[src/rtl/cmp4_minmax_tracker.sv]
// Frame min/max tracker that time-shares one external 4-bit magnitude comparator
// between the running-maximum check and the running-minimum check.
module cmp4_minmax_tracker #(
  parameter int unsigned LEN_W = 4
) (
  input  logic             clk,
  input  logic             rst_n,
  input  logic             start,
  input  logic [LEN_W-1:0] frame_len,
  input  logic             in_valid,
  input  logic [3:0]       in_data,
  output logic             in_ready,
  output logic [3:0]       cmp_a,
  output logic [3:0]       cmp_b,
  input  logic             cmp_eq,
  input  logic             cmp_gt,
  input  logic             cmp_lt,
  output logic [3:0]       max_out,
  output logic [3:0]       min_out,
  output logic [LEN_W-1:0] max_cnt,
  output logic             busy,
  output logic             done,
  output logic             cmp_err
);

  typedef enum logic [2:0] {
    StIdle,
    StWait,
    StCmpMax,
    StCmpMin,
    StDone
  } state_e;

  state_e           state_q, state_d;
  logic [LEN_W-1:0] remaining_q, remaining_d;
  logic             first_q, first_d;
  logic [3:0]       s_reg_q, s_reg_d;
  logic [3:0]       max_q, max_d;
  logic [3:0]       min_q, min_d;
  logic [LEN_W-1:0] max_cnt_q, max_cnt_d;
  logic             cmp_err_q, cmp_err_d;
  logic [2:0]       flags;

  assign flags = {cmp_eq, cmp_gt, cmp_lt};

  always_comb begin
    state_d     = state_q;
    remaining_d = remaining_q;
    first_d     = first_q;
    s_reg_d     = s_reg_q;
    max_d       = max_q;
    min_d       = min_q;
    max_cnt_d   = max_cnt_q;
    cmp_err_d   = cmp_err_q;
    in_ready    = 1'b0;
    busy        = 1'b1;
    done        = 1'b0;
    cmp_a       = 4'd0;
    cmp_b       = 4'd0;

    case (state_q)
      StIdle: begin
        busy = 1'b0;
        if (start) begin
          remaining_d = frame_len;
          max_cnt_d   = '0;
          cmp_err_d   = 1'b0;
          first_d     = 1'b1;
          if (frame_len == '0) begin
            max_d   = 4'd0;
            min_d   = 4'd0;
            state_d = StDone;
          end else begin
            state_d = StWait;
          end
        end
      end

      StWait: begin
        in_ready = 1'b1;
        if (in_valid) begin
          s_reg_d     = in_data;
          remaining_d = remaining_q - 1'b1;
          if (first_q) begin
            // First sample seeds both extremes directly; no compare needed.
            max_d     = in_data;
            min_d     = in_data;
            max_cnt_d = LEN_W'(1);
            first_d   = 1'b0;
            state_d   = (remaining_q == LEN_W'(1)) ? StDone : StWait;
          end else begin
            state_d = StCmpMax;
          end
        end
      end

      StCmpMax: begin
        cmp_a = s_reg_q;
        cmp_b = max_q;
        unique case (flags)
          3'b100:  max_cnt_d = max_cnt_q + 1'b1;
          3'b010: begin
            max_d     = s_reg_q;
            max_cnt_d = LEN_W'(1);
          end
          3'b001:  ;
          default: cmp_err_d = 1'b1;
        endcase
        state_d = StCmpMin;
      end

      StCmpMin: begin
        cmp_a = s_reg_q;
        cmp_b = min_q;
        unique case (flags)
          3'b001:          min_d = s_reg_q;
          3'b100, 3'b010:  ;
          default:         cmp_err_d = 1'b1;
        endcase
        state_d = (remaining_q == '0) ? StDone : StWait;
      end

      StDone: begin
        done    = 1'b1;
        state_d = StIdle;
      end

      default: state_d = StIdle;
    endcase
  end

  always_ff @(posedge clk or negedge rst_n) begin
    if (!rst_n) begin
      state_q     <= StIdle;
      remaining_q <= '0;
      first_q     <= 1'b0;
      s_reg_q     <= 4'd0;
      max_q       <= 4'd0;
      min_q       <= 4'd0;
      max_cnt_q   <= '0;
      cmp_err_q   <= 1'b0;
    end else begin
      state_q     <= state_d;
      remaining_q <= remaining_d;
      first_q     <= first_d;
      s_reg_q     <= s_reg_d;
      max_q       <= max_d;
      min_q       <= min_d;
      max_cnt_q   <= max_cnt_d;
      cmp_err_q   <= cmp_err_d;
    end
  end

  assign max_out = max_q;
  assign min_out = min_q;
  assign max_cnt = max_cnt_q;
  assign cmp_err = cmp_err_q;

endmodule

[config.mk]
export PLATFORM = sky130hd
export DESIGN_NAME = cmp4_minmax_tracker
export DESIGN_NICKNAME = d
export VERILOG_FILES = /design/src/rtl/cmp4_minmax_tracker.sv
export SDC_FILE = /design/constraint.sdc
export NUM_CORES = 1
export LEC_CHECK = 0
export ABC_CLOCK_PERIOD_IN_PS = 1700
export BUFFER_PORTS_ARGS = -buffer_cell sky130_fd_sc_hd__buf_4
export CAP_MARGIN = 40
export CORE_MARGIN = 5
export CORE_UTILIZATION = 47
export CTS_CLUSTER_DIAMETER = 60
export CTS_CLUSTER_SIZE = 24
export DETAILED_ROUTE_END_ITERATION = 10
export PLACE_DENSITY = 0.83
export SYNTH_ARGS = -nofsm -noshare
export SYNTH_HDL_FRONTEND = slang
export SYNTH_SLANG_ARGS = --single-unit
[constraint.sdc]
create_clock -name clk -period 1.7 [get_ports clk]
set_clock_uncertainty 0.1 [all_clocks]
set_input_delay 0.17 -clock clk [delete_from_list [all_inputs] [get_ports clk]]
set_output_delay 0.17 -clock clk [all_outputs]
set_load 0.05 [all_outputs]
== Word-level counts from Yosys, hierarchy flattened ==
Cells that the tools add are included.
Storage, ports and cells
  word-level logic and storage cells: 76
  bits of input ports: 15
  latch bits: 0
  output and inout port bits: 24
  memories kept: 0
  register bits: 25
  ROM bits: 0
  RAM bits: 0
Operators by class
  bitwise logic cells: 0
  div/mod/pow operators: 0
  equality and inequality tests: 16
  $lt $le $gt $ge: 0
  multiply operators: 0
  reductions and logical operators: 16
  shift operators: 0
  muxes and demuxes: 34
  add/subtract/negate cells: 2
Operator list (number)
  4-bit two-way mux: 12
  4-bit case mux with 3 select lines: 3
  4-bit case mux with 2 select lines: 3
  3-bit two-way mux: 6
  2-bit != test, second input constant: 7
  3-bit case mux with 4 select lines: 1
  6-bit AND reduction: 2
  3-bit by 2-bit equality test with 1-bit output, second input constant: 3
  4-bit zero test: 2
  1-bit two-way mux: 7
  3-bit by 1-bit equality test with 1-bit output, second input constant: 2
  3-bit equality test, second input constant: 2
  3-bit AND reduction: 2
  3-bit nonzero test: 2
  5-bit AND reduction: 1
  4-bit by 1-bit adder with 4-bit output, second input constant: 1
  4-bit by 1-bit equality test with 1-bit output, second input constant: 1
  1-bit case mux with 2 select lines: 2
  2-bit AND reduction: 2
  2-bit nonzero test: 2
  4-bit by 1-bit subtractor with 4-bit output, second input constant: 1
  3-bit zero test: 1
  3-bit != test, second input constant: 1
  3-bit OR reduction: 1
  2-bit OR reduction: 1

== Depth between registers and ports, before layout ==
Gate-level depths: netlist of the first run.
  depth in word-level cells: 5
  gate-level depth with buffers: 8

== Worst setup path after synthesis of the first run ==
OpenSTA, ideal clock, no wires.
  path kind: register to output
  start point: register state_q[0]
  end point: output port cmp_b[0]
  data arrival time: 1.674 ns
  stages on the path, launching flop included: 5
  slack: -0.244 ns
  cells stage by stage: dfrtp_1 -> buf_2 -> buf_1 -> mux2i_1 -> nor2_1
On the way
  longest elaborated chain between the ends: 2
Ends and longest elaborated chain
  from (decl): RTL line 34  | state_e state_q, state_d;
  from (signal assigned): RTL line 134  | state_q <= StIdle;
  from (signal assigned): RTL line 143  | state_q <= state_d;
  3-bit by 2-bit equality test with 1-bit output: RTL line 61  | case (state_q)
  4-bit case mux with 2 select lines (*): RTL line 61
  to (decl): RTL line 14  | output logic [3:0] cmp_b,
Every way passes the cells marked *; elsewhere a longest branch is shown, timed or not.

== Final worst setup path of the first run ==
  start point: register state_q[0]
  end point: output port in_ready
On the way
  longest elaborated chain between the ends: 2
Ends and longest elaborated chain
  3-bit by 1-bit equality test with 1-bit output: RTL line 61
  1-bit two-way mux: RTL line 61
  to (decl): RTL line 12  | output logic in_ready,
No other way between the ends.

==> results of run 1 <==
## sequential cells by signal, summed over array words and instances (netlist names)
| name | flops |
|---|---|
| remaining_q | 4 |
| s_reg_q | 4 |
| state_q | 3 |
| max_out | 4 |
| cmp_err | 1 |
| max_cnt | 4 |
| min_out | 4 |
| first_q | 1 |
## cells in the final DEF (no fill, tap or decap), drive strengths merged, types with 4 or more instances in the layout
cell,n
buf,70
dfrtp,25
o21ai,14
nand2,13
mux2,13
nor2,13
dlygate4sd3,6
inv,6
a21oi,6
a22o,5
mux2i,4
and2,4
nor3,4
## power by group through the flow
stage	Combinational [W]	Clock, W	Sequential, W
CTS	0.00308	0.000271	0.00109
floorplan	0.00144	0	0.00131
global route	0.00380	0.000318	0.00115
detailed placement	0.00244	0	0.00105
finish	0.00364	0.000294	0.00113
global placement	0.00235	0	0.00103
## what timing repair did
action	4_1_cts	5_1_grt
pin swaps	5	9
resized for setup	51	35
endpoints found under the hold margin	28	2
hold buffers	4	2
endpoints found under the setup margin	25	33
buffers inserted	9	9
## per-layer routing
layer  share of wire [%]  global-route usage [%]
met1                  36                   29.69
met2                  48                   42.26
met3                  11                   5.612
met4                 5.3                   10.91
met5                   0                       0
## worst min path at each step
stage                                end  slack [ns]  depth (start not counted)
after floorplan                  cmp_err       -0.23                          0
final                     remaining_q[0]       0.003                          3
after global placement    remaining_q[0]       -0.01                          1
after detailed placement         first_q      -0.004                          1
after CTS                     s_reg_q[1]       0.004                          2
after global routing      remaining_q[0]        0.01                          3
## layout make-up
class | count | area, µm²
repair buffers | 76 | 688.2
flip-flops and latches | 25 | 628.1
clock buffers | 3 | 22.52
clock inverters | 1 | 5.005
fillers | 163 | 550.5
well taps | 44 | 55.05
inverters | 7 | 31.28
multi-input cells | 118 | 1072
## critical path, stage by stage, from the launching register on
cell,delay [ns]
dfrtp_1,0.44
buf_6,0.12
or3b_4,0.41
clkinv_4,0.11
buf_8,0.15
## kinds of logic (layout without fill, tap and decap cells)
logic type                 Yosys count  count (layout)  share of synthesized area [%]
and+or+nand+nor                     56              56                          19.29
AOI/OAI and AO/OA                   40              40                          17.86
DFF                                 25              25                          42.12
muxes                               17              17                          12.55
buffers and inverters               14              87                          4.464
adders and majority gates            3               3                          2.528
xor gates and xnor gates             2               2                          1.180
## stage by stage
| step | util [%] | setup WS [ns] | cell area (µm²) | TNS, ns | total power [W] |
|---|---|---|---|---|---|
| CTS | 75.16 | -0.07743 | 2295 | -0.4678 | 0.004438 |
| global route | 81.97 | -0.1704 | 2502 | -2.779 | 0.005265 |
| global placement | 63.32 | 0.004263 | 1933 | 0 | 0.003379 |
| floorplan | - | 0.01661 | 1528 | 0 | 0.002752 |
| detailed placement | 63.32 | -0.06245 | 1933 | -0.4407 | 0.003489 |
| finish | 81.97 | -0.1341 | 2502 | -1.827 | 0.005070 |
==> results.sh, run 1 <==
export IMPL_cp_arrival_ns=1.56
export IMPL_io_buffer_count=38
export IMPL_finalCriticalPeriod_ns=1.834
export IMPL_ys_ff_latch=25
export IMPL_synth_area_um2=1485
export IMPL_path_class="reg2out"
export IMPL_tightestPinTransition_ns=0.5360
export IMPL_yosysTopAreaCellShare_pct=42.12
export IMPL_clkPwrFrac_pct=5.8
export IMPL_synth_cell_types=42
export IMPL_dieWidth_um=66.22
export IMPL_final_cell_count_no_fill=274
export IMPL_hold_start="frame_len[0]"
export IMPL_drive_gt1_share_pct=55.65
export IMPL_io_pins=39
export IMPL_timing_hold_ws_ns=0.003272
export IMPL_first_iter_violations=172
export IMPL_p_per_area_nw_per_um2=2026
export IMPL_clk_root_buffer_cell="clkbuf_4"
export IMPL_ys_flop_type="dfrtp_1"
export IMPL_gp_congestion=0.8786
export IMPL_wl_per_cell_um=22.27
export IMPL_grt_usage_pct=24.84
export IMPL_first_pass_iters=6
export IMPL_grt_pass1_wl_um=8190
export IMPL_dieHeight_um=66.22
export IMPL_clockBufferDepth=2
export IMPL_antenna_diode_count=0
export IMPL_grt_overflow_total=0
export IMPL_intPower_w=0.002566
export IMPL_crit_start="state_q[0]"
export IMPL_syn_nets=175
export IMPL_dieArea_um2=4384
export IMPL_r2r_worst_path_cells=8
export IMPL_violations="negative setup slack"
export IMPL_swShare_pct=49.39
export IMPL_grt_antenna_before_repair=0
export IMPL_cts_sinks=25
export IMPL_area_growth_pct=68.49
export IMPL_finalHoldViolCount=0
export IMPL_ant_nets=0
export IMPL_setup_viol=24
export IMPL_cts_tree="yes"
export IMPL_clkSlewWorstSetupHoldPaths_ns=0.16
export IMPL_synth_top_area_cell="dfrtp_1"
export IMPL_hpwl_um=3165
export IMPL_wl_um=6101
export IMPL_status="finished with violations"
export IMPL_r2r_slack_ns=-0.12
export IMPL_syn_avg_cell_area_um2=9.460
export IMPL_vias=1750
export IMPL_num_rows=20
export IMPL_crit_fanout=8
export IMPL_min_period_over_period_pct=107.9
export IMPL_yosysMostFrequentCell="dfrtp_1"
export IMPL_ys_seq_area_share_pct=42.12
export IMPL_synthArstFlopShare_pct=100.0
export IMPL_rsz0062_at_grt="true"
export IMPL_finalMaxSlewViolations=0
export IMPL_grt_max_degree=26
export IMPL_start_kind="flip-flop"
export IMPL_fmaxAchievable_ghz=0.5452
export IMPL_hold_class="in2reg"
export IMPL_crit_end="in_ready"
export IMPL_ctsHtreeMaxLevel=1
export IMPL_timing_rr_end="state_q[0]"
export IMPL_ir_drop_uv=1336
export IMPL_netlist_top_cells_count="25 x dfrtp_1, 14 x o21ai_0, 13 x nand2_1, 13 x nor2_1, 9 x mux2_2"
export IMPL_remaining_drc_errors=0
export IMPL_numCtsBuffers=3
export IMPL_max_cap_violations=0
export IMPL_synthTopCellsByArea="dfrtp_1 42%, mux2_2 6.8%, o21ai_0 4.7%"
export IMPL_dp_cells=247
export IMPL_synth_edf_count=0
export IMPL_pwr_share_seq_pct=22.3
export IMPL_reg2reg_from="state_q[0]"
export IMPL_critPathRequiredTime_ns=1.43
export IMPL_p_leak_nw=1.134
export IMPL_switching_power_w=0.002504
export IMPL_pwr_share_comb_pct=71.9
export IMPL_synth_cells=157
export IMPL_maxSlewHeadroom_pct=63.94
export IMPL_core_area_um2=3053
export IMPL_start_util_pct=48.65
export IMPL_crit_path_end_kind="output port"
export IMPL_ys_warn_count=0
export IMPL_clkLatencyLatePin_ns=0.34
export IMPL_grt_pass1_vias=1643
export IMPL_final_nets=249
export IMPL_vias_per_cell=6.387
export IMPL_setup_ws_ns=-0.1341
(Power assumes the default switching activity.)
==> run 2: changes to the inputs <==
- SKIP_CTS_REPAIR_TIMING: unset -> 1
==> run 2 against run 1 <==
The run ends with negative hold slack, negative setup slack left. Cell count down 4.4%. Core utilization shrank 6.5 points. Wire length down 22%. Highest routed layer unchanged. Worst setup slack better by 0.019 ns. Sequential cell count stayed put. First-iteration DRC count down 12%. Critical path depth stayed put.
==> results.sh, run 2 (same netlist as run 1, synthesis figures left out) <==
export IMPL_start_kind="flip-flop"
export IMPL_rsz0062_at_grt="true"
export IMPL_cp_arrival_ns=1.55
export IMPL_post_route_cell_area_um2=2305
export IMPL_dieHeight_um=66.22
export IMPL_grt_overflow_total=0
export IMPL_grt_usage_pct=20.69
export IMPL_io_buffer_count=38
export IMPL_setup_ws_ns=-0.1152
export IMPL_wl_um=4766
export IMPL_dieArea_um2=4384
export IMPL_area_growth_pct=55.18
export IMPL_final_cell_mix="45 x buf_4, 23 x dfrtp_1, 12 x nand2_1, 9 x o21ai_0, 8 x nor2_1"
export IMPL_min_period_over_period_pct=106.8
export IMPL_critPathRequiredTime_ns=1.43
export IMPL_hpwl_um=3165
export IMPL_crit_path_end_kind="output port"
export IMPL_violations="negative hold slack, negative setup slack"
export IMPL_grt_antenna_before_repair=0
export IMPL_path_class="reg2out"
export IMPL_vias=1574
export IMPL_dieWidth_um=66.22
export IMPL_crit_fanout=8
export IMPL_cts_sinks=25
export IMPL_first_iter_violations=152
export IMPL_wl_per_cell_um=18.19
export IMPL_antenna_diode_count=0
export IMPL_clk_root_buffer_cell="clkbuf_4"
export IMPL_finalCriticalPeriod_ns=1.815
export IMPL_grt_pass1_vias=1494
export IMPL_final_common_cell="buf_4"
export IMPL_p_leak_nw=1.037
export IMPL_drive_gt1_share_pct=49.08
export IMPL_ant_nets=0
export IMPL_timing_hold_ws_ns=-0.01022
export IMPL_cts_tree="yes"
export IMPL_status="finished with violations"
export IMPL_finalMaxSlewViolations=0
export IMPL_ir_drop_uv=1375
export IMPL_dpl_instance_area_um2=1933
export IMPL_final_nets=237
export IMPL_core_area_um2=3053
export IMPL_hold_class="in2reg"
export IMPL_grt_max_degree=26
export IMPL_r2r_slack_ns=-0.05
export IMPL_fmaxAchievable_ghz=0.5509
export IMPL_io_pins=39
export IMPL_power_total_w=0.004447
export IMPL_maxSlewHeadroom_pct=74.39
export IMPL_num_rows=20
export IMPL_clockBufferDepth=2
export IMPL_p_per_area_nw_per_um2=1930
export IMPL_first_pass_iters=5
export IMPL_numCtsBuffers=3
export IMPL_remaining_drc_errors=0
export IMPL_vias_per_cell=6.008
export IMPL_gp_congestion=0.8786
export IMPL_clkSlewWorstSetupHoldPaths_ns=0.15
export IMPL_tightestPinTransition_ns=0.3828
export IMPL_finalHoldViolCount=1
export IMPL_clkLatencyLatePin_ns=0.32
export IMPL_grt_pass1_wl_um=7031
export IMPL_ctsHtreeMaxLevel=1
export IMPL_setup_viol=21
export IMPL_start_util_pct=48.65
export IMPL_max_cap_violations=0
==> run 2: area by class of cell <==
cell class                 count  area (µm²)
multi-input combinational    118       988.4
fill                         191       748.2
sequential                    25       628.1
timing repair buffer          64       571.8
tap                           44       55.05
inverter                       7       33.78
clock buffer                   3       22.52
clock inverter                 1       5.005
==> run 2: critical path: stages (launching register included) <==
cell and delay, ns:
dfrtp_1 0.42, buf_6 0.14, or3b_4 0.42, inv_8 0.09, buf_8 0.14
==> run 2: power by group <==
group	total, W	internal [W]	switching [W]
Clock	0.000279	0.0000882	0.000190
Sequential	0.00110	0.000828	0.000277
Combinational	0.00306	0.00135	0.00172
Total	0.00445	0.00226	0.00219
==> run 2: path summary, 6_finish.rpt <==
| kind | startpoint | to | depth (start not counted) |
|---|---|---|---|
| worst min register to register | cmp_err | cmp_err | 1 |
| worst max register to register | state_q[0] | min_out[3] | 4 |
| worst max-delay path | state_q[0] | in_ready | 4 |
| worst min-delay path | start | first_q | 3 |
| max in group asynchronous | rst_n | state_q[1] | 2 |
| min in group asynchronous | rst_n | remaining_q[0] | 2 |
==> run 2: layer usage <==
layer,GRT usage (%),wire length (µm)
met2,34.70,2355
met1,26.47,1756
met5,0,0
met4,7.360,237
met3,3.741,416
==> run 2: through the flow <==
stage	setup WS (ns)	TNS, ns	hold WS (ns)	instances	util (%)
after floorplan	0.01661	0	-0.2256	157	-
after global placement	0.004263	0	-0.01176	247	63.32
after detailed placement	-0.06245	-0.4407	-0.004177	247	63.32
after CTS	-0.2172	-2.615	-0.3640	251	64.22
after global routing	-0.1493	-2.057	0.02217	262	75.49
final	-0.1152	-0.9844	-0.01022	262	75.49
==> run 3: changes to the inputs <==
- PLACE_DENSITY: 0.83 -> 0.75
==> run 3 against run 2 <==
The flow finishes with violations (negative setup slack). Clock-buffer cell count unchanged. Final area grew 2.0%. Sequential share of layout area decreased by 0.52 points. Power up 1.4%. Largest cell class unchanged.
==> results.sh, run 3 (same netlist as run 1, synthesis figures left out) <==
export IMPL_remaining_drc_errors=0
export IMPL_finalHoldViolCount=0
export IMPL_p_per_area_nw_per_um2=1919
export IMPL_switching_power_w=0.002209
export IMPL_dieArea_um2=4384
export IMPL_final_cell_mix="43 x buf_4, 23 x dfrtp_1, 12 x buf_6, 11 x nand2_1, 9 x o21ai_0"
export IMPL_grt_antenna_before_repair=0
export IMPL_tightestPinTransition_ns=0.5010
export IMPL_wl_um=4618
export IMPL_r2r_worst_path_cells=5
export IMPL_setup_viol=16
export IMPL_timing_rr_end="min_out[0]"
export IMPL_crit_fanout=8
export IMPL_crit_path_end_kind="output port"
export IMPL_grt_pass1_wl_um=6575
export IMPL_ir_drop_uv=1082
export IMPL_num_rows=20
export IMPL_clkSlewWorstSetupHoldPaths_ns=0.15
export IMPL_swShare_pct=48.99
export IMPL_clockBufferDepth=2
export IMPL_holdPathStages=3
export IMPL_core_area_um2=3053
export IMPL_dieHeight_um=66.22
export IMPL_ant_nets=0
export IMPL_grt_overflow_total=0
export IMPL_numCtsBuffers=3
export IMPL_reg2reg_from="state_q[0]"
export IMPL_io_pins=39
export IMPL_area_growth_pct=58.21
export IMPL_status="finished with violations"
export IMPL_path_class="reg2out"
export IMPL_grt_max_degree=26
export IMPL_finalCriticalPeriod_ns=1.880
export IMPL_rsz0062_at_grt="true"
export IMPL_dpl_instance_area_um2=1948
export IMPL_antenna_diode_count=0
export IMPL_p_leak_nw=1.055
export IMPL_finalMaxSlewViolations=0
export IMPL_min_period_over_period_pct=110.6
export IMPL_post_route_cell_area_um2=2350
export IMPL_gp_congestion=0.7814
export IMPL_clkPwrFrac_pct=6.2
export IMPL_start_util_pct=48.65
export IMPL_critPathRequiredTime_ns=1.43
export IMPL_io_buffer_count=38
export IMPL_wl_per_cell_um=17.43
export IMPL_vias_per_cell=5.592
export IMPL_first_pass_iters=4
export IMPL_fmaxAchievable_ghz=0.5319
export IMPL_start_kind="flip-flop"
export IMPL_hold_start="frame_len[2]"
export IMPL_first_iter_violations=93
export IMPL_final_nets=240
export IMPL_hold_path_end="remaining_q[2]"
export IMPL_vias=1482
export IMPL_max_cap_violations=0
export IMPL_maxSlewHeadroom_pct=66.29
export IMPL_cts_tree="yes"
export IMPL_hpwl_um=3052
export IMPL_cts_sinks=25
export IMPL_grt_pass1_vias=1433
export IMPL_violations="negative setup slack"
export IMPL_clk_root_buffer_cell="clkbuf_4"
export IMPL_r2r_slack_ns=-0.10
export IMPL_cp_arrival_ns=1.61
export IMPL_clkLatencyLatePin_ns=0.32
export IMPL_ctsHtreeMaxLevel=1
export IMPL_pwr_share_seq_pct=24.1
export IMPL_grt_usage_pct=19.15
export IMPL_final_common_cell="buf_4"
export IMPL_hold_class="in2reg"
export IMPL_drive_gt1_share_pct=48.87
export IMPL_dieWidth_um=66.22
export IMPL_post_place_ws_ns=-0.06916
export IMPL_setup_ws_ns=-0.1802
export IMPL_intPower_w=0.002300
export IMPL_pwr_share_comb_pct=69.8
## run 3: changes by cell type in the layout (fill, tap and decap cells not counted), sizes merged
cell         previous run  this run
dlygate4sd3             5         8
## run 3: worst max path at each step
| stage | startpoint | end | slack [ns] | cells after the start |
|---|---|---|---|---|
| CTS | state_q[2] | cmp_b[0] | -0.24 | 5 |
| detailed placement | state_q[0] | max_out[3] | -0.07 | 5 |
| global placement | state_q[0] | max_cnt[3] | 0.001 | 5 |
| floorplan | state_q[2] | remaining_q[1] | 0.02 | 8 |
| global route | state_q[1] | cmp_a[2] | -0.24 | 5 |
| finish | state_q[0] | cmp_b[1] | -0.18 | 5 |
## run 3: cell type report
class | instances | area (µm²)
clock inverter | 1 | 5.005
multi-input combinational | 118 | 1007
timing repair buffer | 67 | 598.1
sequential | 25 | 628.1
fill | 220 | 703.2
tap | 44 | 55.05
inverter | 7 | 33.78
clock buffer | 3 | 22.52
## run 3: stage by stage
step                      total power (W)  hold WS (ns)  setup TNS, ns  instances  util (%)
final                            0.004509       0.04811         -1.341        265     76.97
after global routing             0.004757       0.03850         -2.756        265     76.97
after CTS                        0.003783       -0.3714         -2.525        253     64.71
after detailed placement         0.003506     -0.001813        -0.4058        249     63.81
after global placement           0.003424      -0.01038              0        249     63.81
after floorplan                  0.002752       -0.2256              0        157         -
## run 3: metal layers
metal | up-vias | global-route usage, % | wire length (µm)
met5 | - | 0 | 0
met3 | 7 | 3.401 | 300
met4 | 0 | 6.091 | 58
met2 | 64 | 31.85 | 2260
met1 | 712 | 25.03 | 2000
li1 | 699 | - | -
## run 3: critical path: stages, from the launching register on
cell     delay, ns
dfrtp_1       0.43
buf_6         0.14
buf_4         0.17
mux2i_4       0.21
nor2_4        0.17
buf_8         0.16
## run 3: power groups by stage
stage               logic [W]  registers, W  clock network (W)
floorplan             0.00144       0.00131                  0
global placement      0.00240       0.00102                  0
detailed placement    0.00247       0.00104                  0
CTS                   0.00247       0.00103           0.000284
global route          0.00332       0.00112           0.000314
finish                0.00315       0.00109           0.000278
